**config.mk**
```make
export PLATFORM = sky130hd
export DESIGN_NAME = ifm_read_ctrl
export DESIGN_NICKNAME = d
export VERILOG_FILES = /design/src/rtl/ifm_read_ctrl.sv
export SDC_FILE = /design/constraint.sdc
export NUM_CORES = 1
export LEC_CHECK = 0
export ABC_CLOCK_PERIOD_IN_PS = 2200
export BUFFER_PORTS_ARGS = -buffer_cell sky130_fd_sc_hd__buf_4
export CAP_MARGIN = 20
export CORE_ASPECT_RATIO = 0.6
export CORE_MARGIN = 5
export CORE_UTILIZATION = 52
export CTS_CLUSTER_SIZE = 25
export DETAILED_ROUTE_END_ITERATION = 8
export PLACE_DENSITY = 0.78
export RECOVER_POWER = 50
export SLEW_MARGIN = 15
export SYNTH_ARGS = -nofsm -noshare
export SYNTH_HDL_FRONTEND = slang
export SYNTH_SLANG_ARGS = --single-unit
```
**constraint.sdc**
```tcl
create_clock -name clk -period 2.2 [get_ports clk]
set_input_delay 0.33 -clock clk [delete_from_list [all_inputs] [get_ports clk]]
set_output_delay 0.33 -clock clk [all_outputs]
set_load 0.1 [all_outputs]
```
**src/rtl/ifm_read_ctrl.sv**
```systemverilog
// IFM read sequencer: walks a row-major tile, strobes the 4-deep shift
// buffer and tags every complete 1x4 window with its row/column.
module ifm_read_ctrl #(
   parameter int IFM_W  = 8,
   parameter int IFM_H  = 8,
   parameter int ADDR_W = 12,
   parameter int COL_W  = 8,
   parameter int ROW_W  = 8
) (
   input  logic              clk,
   input  logic              rst_n,
   input  logic              start,
   input  logic [ADDR_W-1:0] base_addr,
   input  logic              stall,
   output logic              mem_rd_en,
   output logic [ADDR_W-1:0] mem_addr,
   output logic              ifm_read,
   output logic              window_valid,
   output logic [COL_W-1:0]  win_col,
   output logic [ROW_W-1:0]  win_row,
   output logic              busy,
   output logic              done
);

   localparam logic [1:0] S_IDLE  = 2'd0;
   localparam logic [1:0] S_RUN   = 2'd1;
   localparam logic [1:0] S_DRAIN = 2'd2;

   localparam logic [COL_W-1:0] C_LAST = COL_W'(IFM_W - 1);
   localparam logic [ROW_W-1:0] R_LAST = ROW_W'(IFM_H - 1);
   localparam logic [COL_W-1:0] C_WIN  = COL_W'(3);

   logic [1:0]        r_state;
   logic [ADDR_W-1:0] r_base;
   logic [ADDR_W-1:0] r_k;
   logic [COL_W-1:0]  r_col;
   logic [ROW_W-1:0]  r_row;
   logic              r_rd1;
   logic [COL_W-1:0]  r_col1;
   logic [ROW_W-1:0]  r_row1;
   logic              r_last1;
   logic              r_wv;
   logic [COL_W-1:0]  r_wcol;
   logic [ROW_W-1:0]  r_wrow;
   logic              r_done;

   logic w_issue;
   logic w_last_px;
   logic w_win;

   assign w_issue   = (r_state == S_RUN) && !stall;
   assign w_last_px = (r_col == C_LAST) && (r_row == R_LAST);
   assign w_win     = r_rd1 && (r_col1 >= C_WIN);

   always_ff @(posedge clk or negedge rst_n) begin
      if (!rst_n) begin
         r_state <= S_IDLE;
         r_base  <= '0;
         r_k     <= '0;
         r_col   <= '0;
         r_row   <= '0;
      end else begin
         case (r_state)
            S_IDLE: begin
               if (start) begin
                  r_base  <= base_addr;
                  r_k     <= '0;
                  r_col   <= '0;
                  r_row   <= '0;
                  r_state <= S_RUN;
               end
            end
            S_RUN: begin
               if (w_issue) begin
                  r_k <= r_k + 1'b1;
                  if (r_col == C_LAST) begin
                     r_col <= '0;
                     r_row <= r_row + 1'b1;
                  end else begin
                     r_col <= r_col + 1'b1;
                  end
                  if (w_last_px) r_state <= S_DRAIN;
               end
            end
            S_DRAIN: begin
               if (r_done) r_state <= S_IDLE;
            end
            default: r_state <= S_IDLE;
         endcase
      end
   end

   // Read-return stage, then window stage one cycle behind it
   always_ff @(posedge clk or negedge rst_n) begin
      if (!rst_n) begin
         r_rd1   <= 1'b0;
         r_col1  <= '0;
         r_row1  <= '0;
         r_last1 <= 1'b0;
         r_wv    <= 1'b0;
         r_wcol  <= '0;
         r_wrow  <= '0;
         r_done  <= 1'b0;
      end else begin
         r_rd1   <= w_issue;
         r_col1  <= r_col;
         r_row1  <= r_row;
         r_last1 <= w_issue && w_last_px;
         r_wv    <= w_win;
         r_done  <= r_last1;
         if (w_win) begin
            r_wcol <= r_col1 - C_WIN;
            r_wrow <= r_row1;
         end
      end
   end

   assign mem_rd_en    = w_issue;
   assign mem_addr     = r_base + r_k;
   assign ifm_read     = r_rd1;
   assign window_valid = r_wv;
   assign win_col      = r_wcol;
   assign win_row      = r_wrow;
   assign busy         = (r_state != S_IDLE);
   assign done         = r_done;

endmodule

```
# Word level (Yosys, flattened, before mapping)
# Cells that the tools add are included.
# Widths: inputs -> output; s select.
# totals
out_inout_bits	33
inputBits	16
regBits	78
# classes
add_sub_neg	5
n_reduce_logical	12
mux	15
order_cmp	1
eq_ne	9
# ops
cell	n
$mux 8	5
$pmux 8 s2	2
$mux 12	2
$pmux 12 s2	1
$add 8x1->8 const B	2
$eq 8x3->1 const B	2
$add 12x1->12 const B	1
$add 12x12->12	1
$ge 8x2->1 const B	1
$mux 2	4
$ne 2x2->1 const B	4
$reduce_and 4->1	2
$sub 8x2->8 const B	1
$pmux 2 s3	1
$logic_and 1x1->1	4
$reduce_bool 2->1	2
$reduce_and 3->1	1
$eq 2x1->1 const B	1
$eq 2x2->1 const B	1
$logic_not 2->1	1
$ne 2x1->1 const B	1
$reduce_and 2->1	1
$logic_not 1->1	1

# Logic depth before layout (Yosys ltp)
# Gate-level depths: netlist of the first run.
# logic_depth
word_depth	5
depth_mapped	8
depth_no_buf	8

# Worst setup path after synthesis of the first run
# OpenSTA, ideal clock, no wires.
# synth_timing
path_kind	register to output
from	register r_k[0]
to	output mem_addr[8]
n_path_buf	0
arrival_time_ps	3082
stages_incl_launch_ff	9
setup_slack_ps	-1212
required_ps	1870
cell_sequence	dfrtp_1 > ha_1 > inv_1 > fa_1 > nor2b_1 > o31a_1 > o21a_1 > o41a_1 > xor2_1
# synth_between
elab_chain_cells	1
# synth_lines
element	line_no	text
start: declaration	35	logic [ADDR_W-1:0] r_k;
start signal: assignment	75	r_k <= r_k + 1'b1;
$add 12x12->12	119	assign mem_addr = r_base + r_k;
end: declaration	16	output logic [ADDR_W-1:0] mem_addr,
# Every way passes these cells.

# Final worst setup path of the first run
# Ends and elaborated chain as after synthesis.

==> summary.md, run 1 <==
| Metric | Value |
|---|---|
| P_int | `0.004496 W` |
| Total CTS buffers | `9` |
| Syn Inst Count | `326` |
| Clock latency on the worst-skew pair | `0.33 ns` |
| Synth cell types | `45` |
| Peak VDD IR | `0.001703 V` |
| Placer Congestion | `0.8093` |
| Clock-pin slew on the worst setup and hold paths | `0.06 ns` |
| Cell with the most instances after synthesis | `dfrtp_1` |
| Antenna-violating nets left | `0` |
| Comb power frac | `56.5%` |
| Rel. slew slack | `45.40%` |
| Hold/Removal Path Class | `in2reg` |
| Power, Total | `0.008483 W` |
| RSZ-0062 raised after global routing | `yes` |
| Die extent in y | `75.07 µm` |
| Via-per-instance ratio | `5.452` |
| Clock share of power | `18.5%` |
| Synth-to-Final Area Change | `41.77%` |
| Hold_ws | `0.1974 ns` |
| Hold Fails Final Rpt | `0` |
| Largest net degree at the start of global routing | `47` |
| Area leader, netlist | `dfrtp_1` |
| #FFs+latches synth | `78` |
| Post-Synthesis Cell Area | `3670 µm²` |
| Critical path's slowest cell | `dfrtp_1` |
| Crit start category | `flip-flop` |
| # rows | `23` |
| Final min period | `2.846 ns` |
| Max-Cap Viols | `0` |
| Final worst setup slack | `-0.6463 ns` |
| Detailed placement HPWL | `6016 µm` |
| Crit path kind | `reg2out` |
| Vias in the first global route | `2775` |
| Io pins | `49` |
| Synthesis warning total | `0` |
| Finished Layout Cells | `516` |
| Final setup fails | `9` |
| Register area share after synthesis | `53.19%` |
| Switch share | `47.00%` |
| Crit-path max FO | `3` |
| Placed cells | `491` |
| Critical path's largest stage delay | `0.38 ns` |
| Net count, final | `456` |
| Initial core utilization | `54.26%` |
| Chip width | `118.5 µm` |
| IO buf count | `48` |
| Arr. time, crit path | `2.52 ns` |
| # DRC | `0` |
| H-tree depth | `3` |
| TNS Setup | `-3.876 ns` |
| Setup crit end kind | `output pin` |
| Vias | `2813` |
| Starting DRT DRC Count | `192` |
| Worst-path cell chain | `ha_2, inv_2, fa_2, nor2b_2, o31a_1, o21a_1, o41a_1, xor2_4, buf_12` |
| Die area | `8892 µm²` |
| Synth area leaders | `dfrtp_1 (53%), ha_1 (5.1%), xor2_1 (4.3%)` |
| Synth Flop Type | `dfrtp_1` |
| Diode count | `0` |
| Crit-path leading delay family | `compound AO/OA/AOI/OAI gates` |
| Max Root-Sink Buffers | `2` |
| Clock net sink count | `78` |
| Final period util | `129.4%` |
| Sequential share of power | `24.9%` |
| Sw Pwr | `0.003987 W` |
| WP data required | `1.87 ns` |
| Fraction of layout cells with a size suffix above 1 | `36.13%` |
| CORE AREA | `6763 µm²` |
| CTS root buffer | `clkbuf_16` |
| Worst-Margin Slew | `0.8190 ns` |
| Slew Limit Fails | `0` |
| Worst Clk Skew | `0.003417 ns` |
| Share of flip-flops with an asynchronous set or reset | `100.0%` |
| Gr ovfl total | `0` |
| First-pass GRT wire length | `13490 µm` |
| Mapped Avg Cell Area | `11.26 µm²` |
| CTS tree | `done` |
| CP bufs+invs | `2` |
| EDFF count, synth | `0` |
| Status | `complete, but fails checks` |
| Cell Pwr Density | `1631 nW/µm²` |
| GRT Overall Usage | `19.46%` |
| Total Wirelength | `8496 µm` |
| Initial antenna violation count | `0` |
| Violated checks | `setup timing` |
| Pleak | `2.431 nW` |
| Synth cell count leaders | `dfrtp_1 (78), nor2_1 (34), nand2_1 (26)` |
| F_max | `0.3513 GHz` |
| Area share of the largest cell type after synthesis | `53.19%` |
| Pre-antenna DRT Iters | `4` |
| Mapped Nets | `358` |
| Drt wl/cell | `16.47 µm` |
-- worst register-to-register path: stages, from the launching register on --
cell	delay, ns
dfrtp_1	0.41
ha_2	0.21
nand4bb_1	0.17
o41a_1	0.53
or4_4	0.52
xor2_1	0.15
nor2_1	0.09
-- flip-flops by register name (all words and copies together) (netlist names), 2 cells and up --
register  count
r_base       12
r_col         8
r_col1        8
r_k          12
r_row         8
r_row1        8
r_state       2
win_col       8
win_row       8
-- stage by stage --
| stage | util [%] | cell area, µm² | worst slack (ns) |
|---|---|---|---|
| after floorplan | - | 3894 | -0.5174 |
| after global placement | 68.49 | 4632 | -0.3892 |
| after detailed placement | 68.49 | 4632 | -0.4807 |
| after CTS | 75.86 | 5130 | -0.7111 |
| after global routing | 76.93 | 5202 | -0.7349 |
| final | 76.93 | 5202 | -0.6463 |
-- placed cells by master, fill, tap and decap left out, types with 4 or more instances in the layout --
master     Yosys  layout
mux2_2        13      13
a21oi_1       13       9
buf_6          1       4
clkbuf_16      0       9
xnor2_4        0       5
nand2_1       26      26
mux2_1         7       7
ha_1          15       9
and2_1         5       5
dfrtp_1       78      78
xor2_1        18      16
nand3_1       12      12
xnor2_1       16       9
o21ai_0       16      16
nor2_1        34      33
a21oi_4        1       4
nor3_1         7       7
nand4_1        7       7
and3_1         6       6
buf_12         0      10
inv_1          8       7
buf_4          0      74
-- cell type report --
class / count / area, µm²
multi-input combinational: 235 / 1951
inverter: 8 / 30.03
fill: 414 / 1560
tap: 87 / 108.9
clock buffer: 9 / 225.2
timing repair buffer: 92 / 838.3
sequential: 78 / 1952
clock inverter: 7 / 97.59
-- per-layer routing --
metal | vias up | GRT usage, % | share of wire [%]
met5 | - | 0 | 0
met4 | 0 | 6.038 | 1.1
met3 | 9 | 6.607 | 6.8
met2 | 85 | 30.90 | 47
met1 | 1369 | 25.89 | 45
li1 | 1350 | - | -
-- kinds of logic after synthesis --
kind of cell,synth area share [%]
simple gates,15.68
fa+ha+maj,5.660
mux,6.137
compound gates,9.547
flops,53.19
xor+xnor,8.114
buf+inv,1.671
-- path summary, 6_finish.rpt --
path | start | endpoint | slack (ns) | cells after the start
max in group asynchronous | rst_n | r_col[3] | 0.39 | 3
worst max register to register | r_col[1] | r_row[6] | 0.05 | 6
worst max-delay path | r_k[0] | mem_addr[8] | -0.65 | 9
worst min register to register | r_last1 | done | 0.35 | 0
min in group asynchronous | rst_n | r_base[3] | 0.63 | 2
worst min-delay path | stall | r_last1 | 0.20 | 2
-- timing repair --
action | in CTS | in global routing
endpoints found under the setup margin | 9 | 12
resized for setup | 34 | 9
endpoints found under the hold margin | 32 | 0
hold buffers | 1 | 0
pin swaps | 9 | 16
buffers inserted | 5 | 7
-- power groups by stage --
stage               Clock [W]  Sequential (W)  Combinational, W
floorplan                   0         0.00289           0.00244
global placement            0         0.00209           0.00421
detailed placement          0         0.00212           0.00429
CTS                   0.00160         0.00209           0.00468
global route          0.00166         0.00216           0.00502
finish                0.00157         0.00211           0.00480
No activity file was read; power rests on OpenSTA's default activity.
==> inputs of run 2 (changes only) <==
--- a/config.mk
+++ b/config.mk
@@ -6,14 +6,14 @@
 export NUM_CORES = 1
 export LEC_CHECK = 0
 export ABC_CLOCK_PERIOD_IN_PS = 2200
-export BUFFER_PORTS_ARGS = -buffer_cell sky130_fd_sc_hd__buf_4
 export CAP_MARGIN = 20
 export CORE_ASPECT_RATIO = 0.6
 export CORE_MARGIN = 5
-export CORE_UTILIZATION = 52
+export CORE_UTILIZATION = 57
 export CTS_CLUSTER_SIZE = 25
 export DETAILED_ROUTE_END_ITERATION = 8
-export PLACE_DENSITY = 0.78
+export DONT_BUFFER_PORTS = 1
+export PLACE_DENSITY = 0.77
 export RECOVER_POWER = 50
 export SLEW_MARGIN = 15
 export SYNTH_ARGS = -nofsm -noshare
==> constraint.sdc (replaced) <==
create_clock -name clk -period 2.2 [get_ports clk]
set_input_delay 0.11 -clock clk [delete_from_list [all_inputs] [get_ports clk]]
set_output_delay 0.11 -clock clk [all_outputs]
set_load 0.1 [all_outputs]
==> summary.md, run 2 (same netlist as run 1, synthesis figures left out) <==
| Metric | Value |
|---|---|
| Cell Pwr Density | `1577 nW/µm² (-3.3%)` |
| CORE AREA | `6193 µm² (-8.4%)` |
| Most frequent cells in the layout | `dfrtp_1 (78), buf_4 (57), nor2_1 (31)` |
| Finished Layout Cells | `503 (-2.5%)` |
| Worst Clk Skew | `0.01140 ns (+0.007984 ns)` |
| Final core occ | `81.31% (+4.4 points)` |
| TNS Setup | `-2.814 ns (+1.062 ns)` |
| Rel. slew slack | `-11.36% (-57 points)` |
| # rows | `22 (-4.3%)` |
| Post-place setup slack | `-0.1242 ns (+0.3565 ns)` |
| Setup crit end kind | `output pin` |
| Power, Total | `0.007942 W (-6.4%)` |
| Clock latency on the worst-skew pair | `0.35 ns (+0.02 ns)` |
| Pleak | `2.293 nW (-5.7%)` |
| Hold Fails Final Rpt | `0 (unchanged)` |
| Final worst setup slack | `-0.5056 ns (+0.1408 ns)` |
| Fraction of layout cells with a size suffix above 1 | `33.17% (-3.0 points)` |
| GRT Overall Usage | `23.88% (+4.4 points)` |
| Max-Cap Viols | `1 (+1)` |
| Pre-antenna DRT Iters | `5 (+1)` |
| Detailed placement HPWL | `6067 µm (+0.84%)` |
| Largest net degree at the start of global routing | `79 (+68%)` |
| Total Wirelength | `9436 µm (+11%)` |
| Hold/Removal Path Class | `in2reg` |
| Placer Congestion | `0.8426 (+4.1%)` |
| Routed length on met2 | `4672 µm (+17%)` |
| WP data required | `2.09 ns (+0.22 ns)` |
| Chip width | `113.6 µm (-4.1%)` |
| Violated checks | `capacitance limit, slew limit, setup timing` |
| IO buf count | `0 (-100%)` |
| Gr ovfl total | `0 (unchanged)` |
| Drt wl/cell | `18.76 µm (+14%)` |
| Status | `complete, but fails checks` |
| Crit start category | `flip-flop` |
| Synth-to-Final Area Change | `37.23%` |
| Starting DRT DRC Count | `285 (+48%)` |
| Io pins | `49 (unchanged)` |
| RSZ-0062 raised after global routing | `yes` |
| Die extent in y | `72.15 µm (-3.9%)` |
| Slew Limit Fails | `79 (+79)` |
| First-pass GRT wire length | `15420 µm (+14%)` |
| Most common cell after layout, fill and taps aside | `dfrtp_1` |
| Arr. time, crit path | `2.60 ns (+0.08 ns)` |
| Vias | `2895 (+2.9%)` |
| # DRC | `0 (unchanged)` |
| CTS tree | `done` |
| Crit path kind | `reg2out` |
| F_max | `0.3696 GHz (+5.2%)` |
| CTS root buffer | `clkbuf_8` |
| Final min period | `2.706 ns (-0.1408 ns)` |
| DR top layer | `met4` |
| Antenna-violating nets left | `0 (unchanged)` |
| Clock net sink count | `78 (unchanged)` |
| Initial antenna violation count | `0 (unchanged)` |
| Via-per-instance ratio | `5.755 (+5.6%)` |
| Final setup fails | `8 (-1)` |
| H-tree depth | `3 (unchanged)` |
| WL met3 | `583 µm (+1.6%)` |
| Crit-path max FO | `3 (unchanged)` |
| Net count, final | `446 (-2.2%)` |
| Clock-pin slew on the worst setup and hold paths | `0.09 ns (+0.03 ns)` |
| Placed cells | `467 (-4.9%)` |
| Metal1 wirelength | `4080 µm (+6.2%)` |
| Diode count | `0 (unchanged)` |
| Peak VDD IR | `0.001486 V (-13%)` |
| Worst-Margin Slew | `1.670 ns (+0.8514 ns)` |
| Total CTS buffers | `9 (unchanged)` |
| Top Registers | `r_base (12), r_k (12)` |
| Initial core utilization | `59.25% (+5.0 points)` |
| Die area | `8195 µm² (-7.8%)` |
| Final period util | `123.0% (-6.4 points)` |
| Max Root-Sink Buffers | `2 (unchanged)` |
| Vias in the first global route | `3065 (+10%)` |
-- run 2: changes by cell type in the layout (fill, tap and decap cells not counted), moves of 3 or more --
cell	delta
clkbuf_8	+9
buf_6	-3
clkbuf_16	-9
dlygate4sd3_1	+14
buf_12	-3
buf_4	-17
ha_4	+4
-- run 2: path summary, 6_finish.rpt --
path	from	to	slack, ns	depth (start not counted)
setup / recovery	r_k[0]	mem_addr[8]	-0.51	9
hold / removal	start	r_row[6]	0.22	4
setup reg to reg	r_col[0]	r_row[6]	0.07	6
hold reg to reg	r_last1	done	0.37	0
max in group asynchronous	rst_n	win_col[1]	0.44	2
min in group asynchronous	rst_n	r_base[2]	0.74	2
-- run 2: where the power goes --
| part | switching [W] | leakage [nW] | total [W] | internal [W] |
|---|---|---|---|---|
| registers | 0.000388 | 1.00 | 0.00218 | 0.00179 |
| clock network | 0.000572 | 0.0881 | 0.000996 | 0.000425 |
| logic | 0.00310 | 1.20 | 0.00477 | 0.00166 |
-- run 2: per-layer routing --
layer	vias up	track usage (%)
li1	1318	-
met1	1450	31.03
met2	111	40.12
met3	16	6.500
met4	0	6.267
met5	-	0
-- run 2: cell type report --
| class | instances | area (µm²) |
|---|---|---|
| fillers | 341 | 1157 |
| clock inverters | 7 | 57.56 |
| clock buffers | 9 | 123.9 |
| multi-input cells | 235 | 2018 |
| well taps | 84 | 105.1 |
| repair buffers | 82 | 749.5 |
| flip-flops and latches | 78 | 1952 |
| inverters | 8 | 30.03 |
-- run 2: critical path: stages (launching register included) --
cell and delay [ns]:
dfrtp_1 0.42, ha_2 0.22, inv_2 0.06, fa_2 0.20
nor2b_2 0.05, o31a_1 0.30, o21a_1 0.21, o41a_1 0.40
xor2_4 0.18, buf_12 0.19
-- run 2: through the flow --
step,instance area [µm²],hold WS (ns)
global route,5036,0.2397
global placement,4464,-0.1832
CTS,4923,0.2058
detailed placement,4464,-0.1836
floorplan,3842,-0.1856
finish,5036,0.2173
-- run 2: timing repair --
item	4_1_cts	5_1_grt
resized for setup	11	21
setup buffers	3	2
pin swaps	9	9
setup endpoints to repair	7	13
hold buffers	16	0
hold endpoints to repair	94	0
==> inputs of run 3 (changes only) <==
--- a/config.mk
+++ b/config.mk
@@ -15,6 +15,7 @@
 export DONT_BUFFER_PORTS = 1
 export PLACE_DENSITY = 0.77
 export RECOVER_POWER = 50
+export SKIP_LAST_GASP = 1
 export SLEW_MARGIN = 15
 export SYNTH_ARGS = -nofsm -noshare
 export SYNTH_HDL_FRONTEND = slang
==> summary.md, run 3 (same netlist as run 1, synthesis figures left out) <==
| Metric | Value |
|---|---|
| Max Root-Sink Buffers | `2 (unchanged)` |
| Vias | `2951 (+1.9%)` |
| Post-place setup slack | `-0.1242 ns (unchanged)` |
| Critical path's slowest cell | `o41a_1` |
| Comb power frac | `60.1% (about the same)` |
| Initial antenna violation count | `0 (unchanged)` |
| Sw Pwr | `0.004047 W (-0.39%)` |
| GRT Overall Usage | `23.68% (-0.20 points)` |
| Antenna-violating nets left | `0 (unchanged)` |
| Hold/Removal Path Class | `in2reg` |
| Setup crit end kind | `output pin` |
| Fraction of layout cells with a size suffix above 1 | `33.10% (-0.079 points)` |
| CTS root buffer | `clkbuf_8` |
| Cell Pwr Density | `1573 nW/µm² (-0.26%)` |
| Clock latency on the worst-skew pair | `0.35 ns (about the same)` |
| RSZ-0062 raised after global routing | `yes` |
| Net count, final | `447 (+0.22%)` |
| Crit start category | `flip-flop` |
| Worst r2r path cells | `6 (unchanged)` |
| Final setup fails | `7 (-1)` |
| Critical path's largest stage delay | `0.41 ns (about the same)` |
| Fill cell count | `341 (unchanged)` |
| Detailed placement HPWL | `6067 µm (unchanged)` |
| Hold wc startpoint | `start` |
| # rows | `22 (unchanged)` |
| F_max | `0.3727 GHz (+0.85%)` |
| Final min period | `2.683 ns (-0.02270 ns)` |
| Power, Total | `0.007929 W (-0.16%)` |
| Slew Limit Fails | `79 (unchanged)` |
| Violated checks | `capacitance limit, slew limit, setup timing` |
| Final period util | `121.9% (-1.0 points)` |
| CORE AREA | `6193 µm² (unchanged)` |
| Chip width | `113.6 µm (unchanged)` |
| Via-per-instance ratio | `5.855 (+1.7%)` |
| Worst Clk Skew | `0.01073 ns (-0.0006738 ns)` |
| Arr. time, crit path | `2.57 ns (-0.03 ns)` |
| Sequential share of power | `27.4% (about the same)` |
| Worst R2R End | `r_row[6]` |
| Status | `complete, but fails checks` |
| Clock share of power | `12.5% (about the same)` |
| Io pins | `49 (unchanged)` |
| Top Registers | `r_base (12), r_k (12)` |
| Total Wirelength | `9440 µm (about the same)` |
| Switch share | `51.04% (-0.12 points)` |
| Max-Cap Viols | `1 (unchanged)` |
| R2r setup slk | `0.06 ns (about the same)` |
| Initial core utilization | `59.25% (unchanged)` |
| Final core occ | `81.39% (about the same)` |
| CTS tree | `done` |
| TNS Setup | `-2.586 ns (+0.2281 ns)` |
| Final worst setup slack | `-0.4829 ns (+0.02270 ns)` |
| Most common cell after layout, fill and taps aside | `dfrtp_1` |
| Clock net sink count | `78 (unchanged)` |
| Synth-to-Final Area Change | `37.37% (about the same)` |
| Die extent in y | `72.15 µm (unchanged)` |
| Rel. slew slack | `-9.852% (+1.5 points)` |
| Starting DRT DRC Count | `318 (+12%)` |
| Diode count | `0 (unchanged)` |
| # DRC | `0 (unchanged)` |
| Crit-path max FO | `3 (unchanged)` |
| Most frequent cells in the layout | `dfrtp_1 (78), buf_4 (58), nor2_1 (31)` |
| Worst-Margin Slew | `1.648 ns (-0.02263 ns)` |
| Worst-path cell chain | `ha_2, inv_2, fa_2, nor2b_2, o31a_1, o21a_1, o41a_1, xor2_4, buf_12` |
| Total CTS buffers | `9 (unchanged)` |
| Clock-pin slew on the worst setup and hold paths | `0.08 ns (about the same)` |
| First-pass GRT wire length | `15260 µm (-1.0%)` |
| Hold Path Depth | `4 (unchanged)` |
| Drt wl/cell | `18.73 µm (-0.16%)` |
| Launch point of the worst reg-to-reg path | `r_col[0]` |
| Largest net degree at the start of global routing | `79 (unchanged)` |
| Pre-antenna DRT Iters | `5 (unchanged)` |
| Hold Fails Final Rpt | `0 (unchanged)` |
| Hold Path End | `r_base[6]` |
| Die area | `8195 µm² (unchanged)` |
| IO buf count | `0 (unchanged)` |
| Placer Congestion | `0.8426 (unchanged)` |
| Final Cell Area | `5041 µm² (about the same)` |
| Crit path kind | `reg2out` |
| P_int | `0.003882 W (about the same)` |
| Gr ovfl total | `0 (unchanged)` |
| WP data required | `2.09 ns (about the same)` |
| Peak VDD IR | `0.001464 V (-1.5%)` |
| H-tree depth | `3 (unchanged)` |
| Vias in the first global route | `3053 (-0.39%)` |
| Placed inst area | `4464 µm² (unchanged)` |
| Pleak | `2.290 nW (-0.11%)` |
-- run 3: layout make-up --
| class | count | area, µm² | area share (%) |
|---|---|---|---|
| Timing Repair Buffer | 83 | 749.5 | 14.87 |
| Clock buffer | 9 | 123.9 | 2.457 |
| Sequential cell | 78 | 1952 | 38.72 |
| Clock inverter | 7 | 57.56 | 1.142 |
| Tap cell | 84 | 105.1 | 2.085 |
| Multi-Input combinational cell | 235 | 2023 | 40.13 |
| Inverter | 8 | 30.03 | 0.5957 |
-- run 3: worst max-delay path by stage --
stage / start / end / slack [ns] / cells past startpoint
final: r_k[0] / mem_addr[8] / -0.48 / 9
after CTS: r_base[6] / mem_addr[10] / -0.43 / 7
after global routing: r_k[0] / mem_addr[8] / -0.57 / 9
after detailed placement: r_base[4] / mem_addr[11] / -0.12 / 7
after floorplan: r_k[0] / mem_addr[2] / -0.44 / 4
after global placement: r_k[0] / mem_addr[10] / -0.1 / 9
-- run 3: critical path, delay by kind of cell, from the launching register on --
family,cells,cell delay (ns)
adder cells (fa/ha/maj),2,0.41
flip-flops,1,0.39
buffers and inverters,2,0.26
AND/OR/NAND/NOR,1,0.05
XOR/XNOR,1,0.18
AO/OA/AOI/OAI,3,0.93
-- run 3: through the flow --
stage	std cells	hold WS, ns
5_1_grt	504	0.2221
6_report	504	0.2173
3_5_place_dp	467	-0.1836
4_1_cts	502	0.2058
3_3_place_gp	467	-0.1832
2_1_floorplan	326	-0.1856
-- run 3: what timing repair did --
| item | 4_1_cts | 5_1_grt |
|---|---|---|
| buffers inserted | 3 | 3 |
| hold buffers | 16 | 0 |
| cloned | 0 | 0 |
| gates resized for setup | 10 | 22 |
| endpoints found under the setup margin | 7 | 14 |
| pin swaps | 9 | 10 |
| endpoints found under the hold margin | 94 | 0 |
-- run 3: power groups by stage --
stage / Sequential [W] / Clock, W / Combinational, W
finish: 0.00217 / 0.000988 / 0.00477
global route: 0.00222 / 0.00107 / 0.00498
global placement: 0.00212 / 0 / 0.00418
CTS: 0.00213 / 0.00101 / 0.00445
floorplan: 0.00289 / 0 / 0.00235
detailed placement: 0.00215 / 0 / 0.00427
-- run 3: metal layers --
layer  GRT usage, %  wire length (µm)
met5              0                 0
met3          5.667               688
met1          31.30              4001
met2          39.33              4518
met4          7.067               231
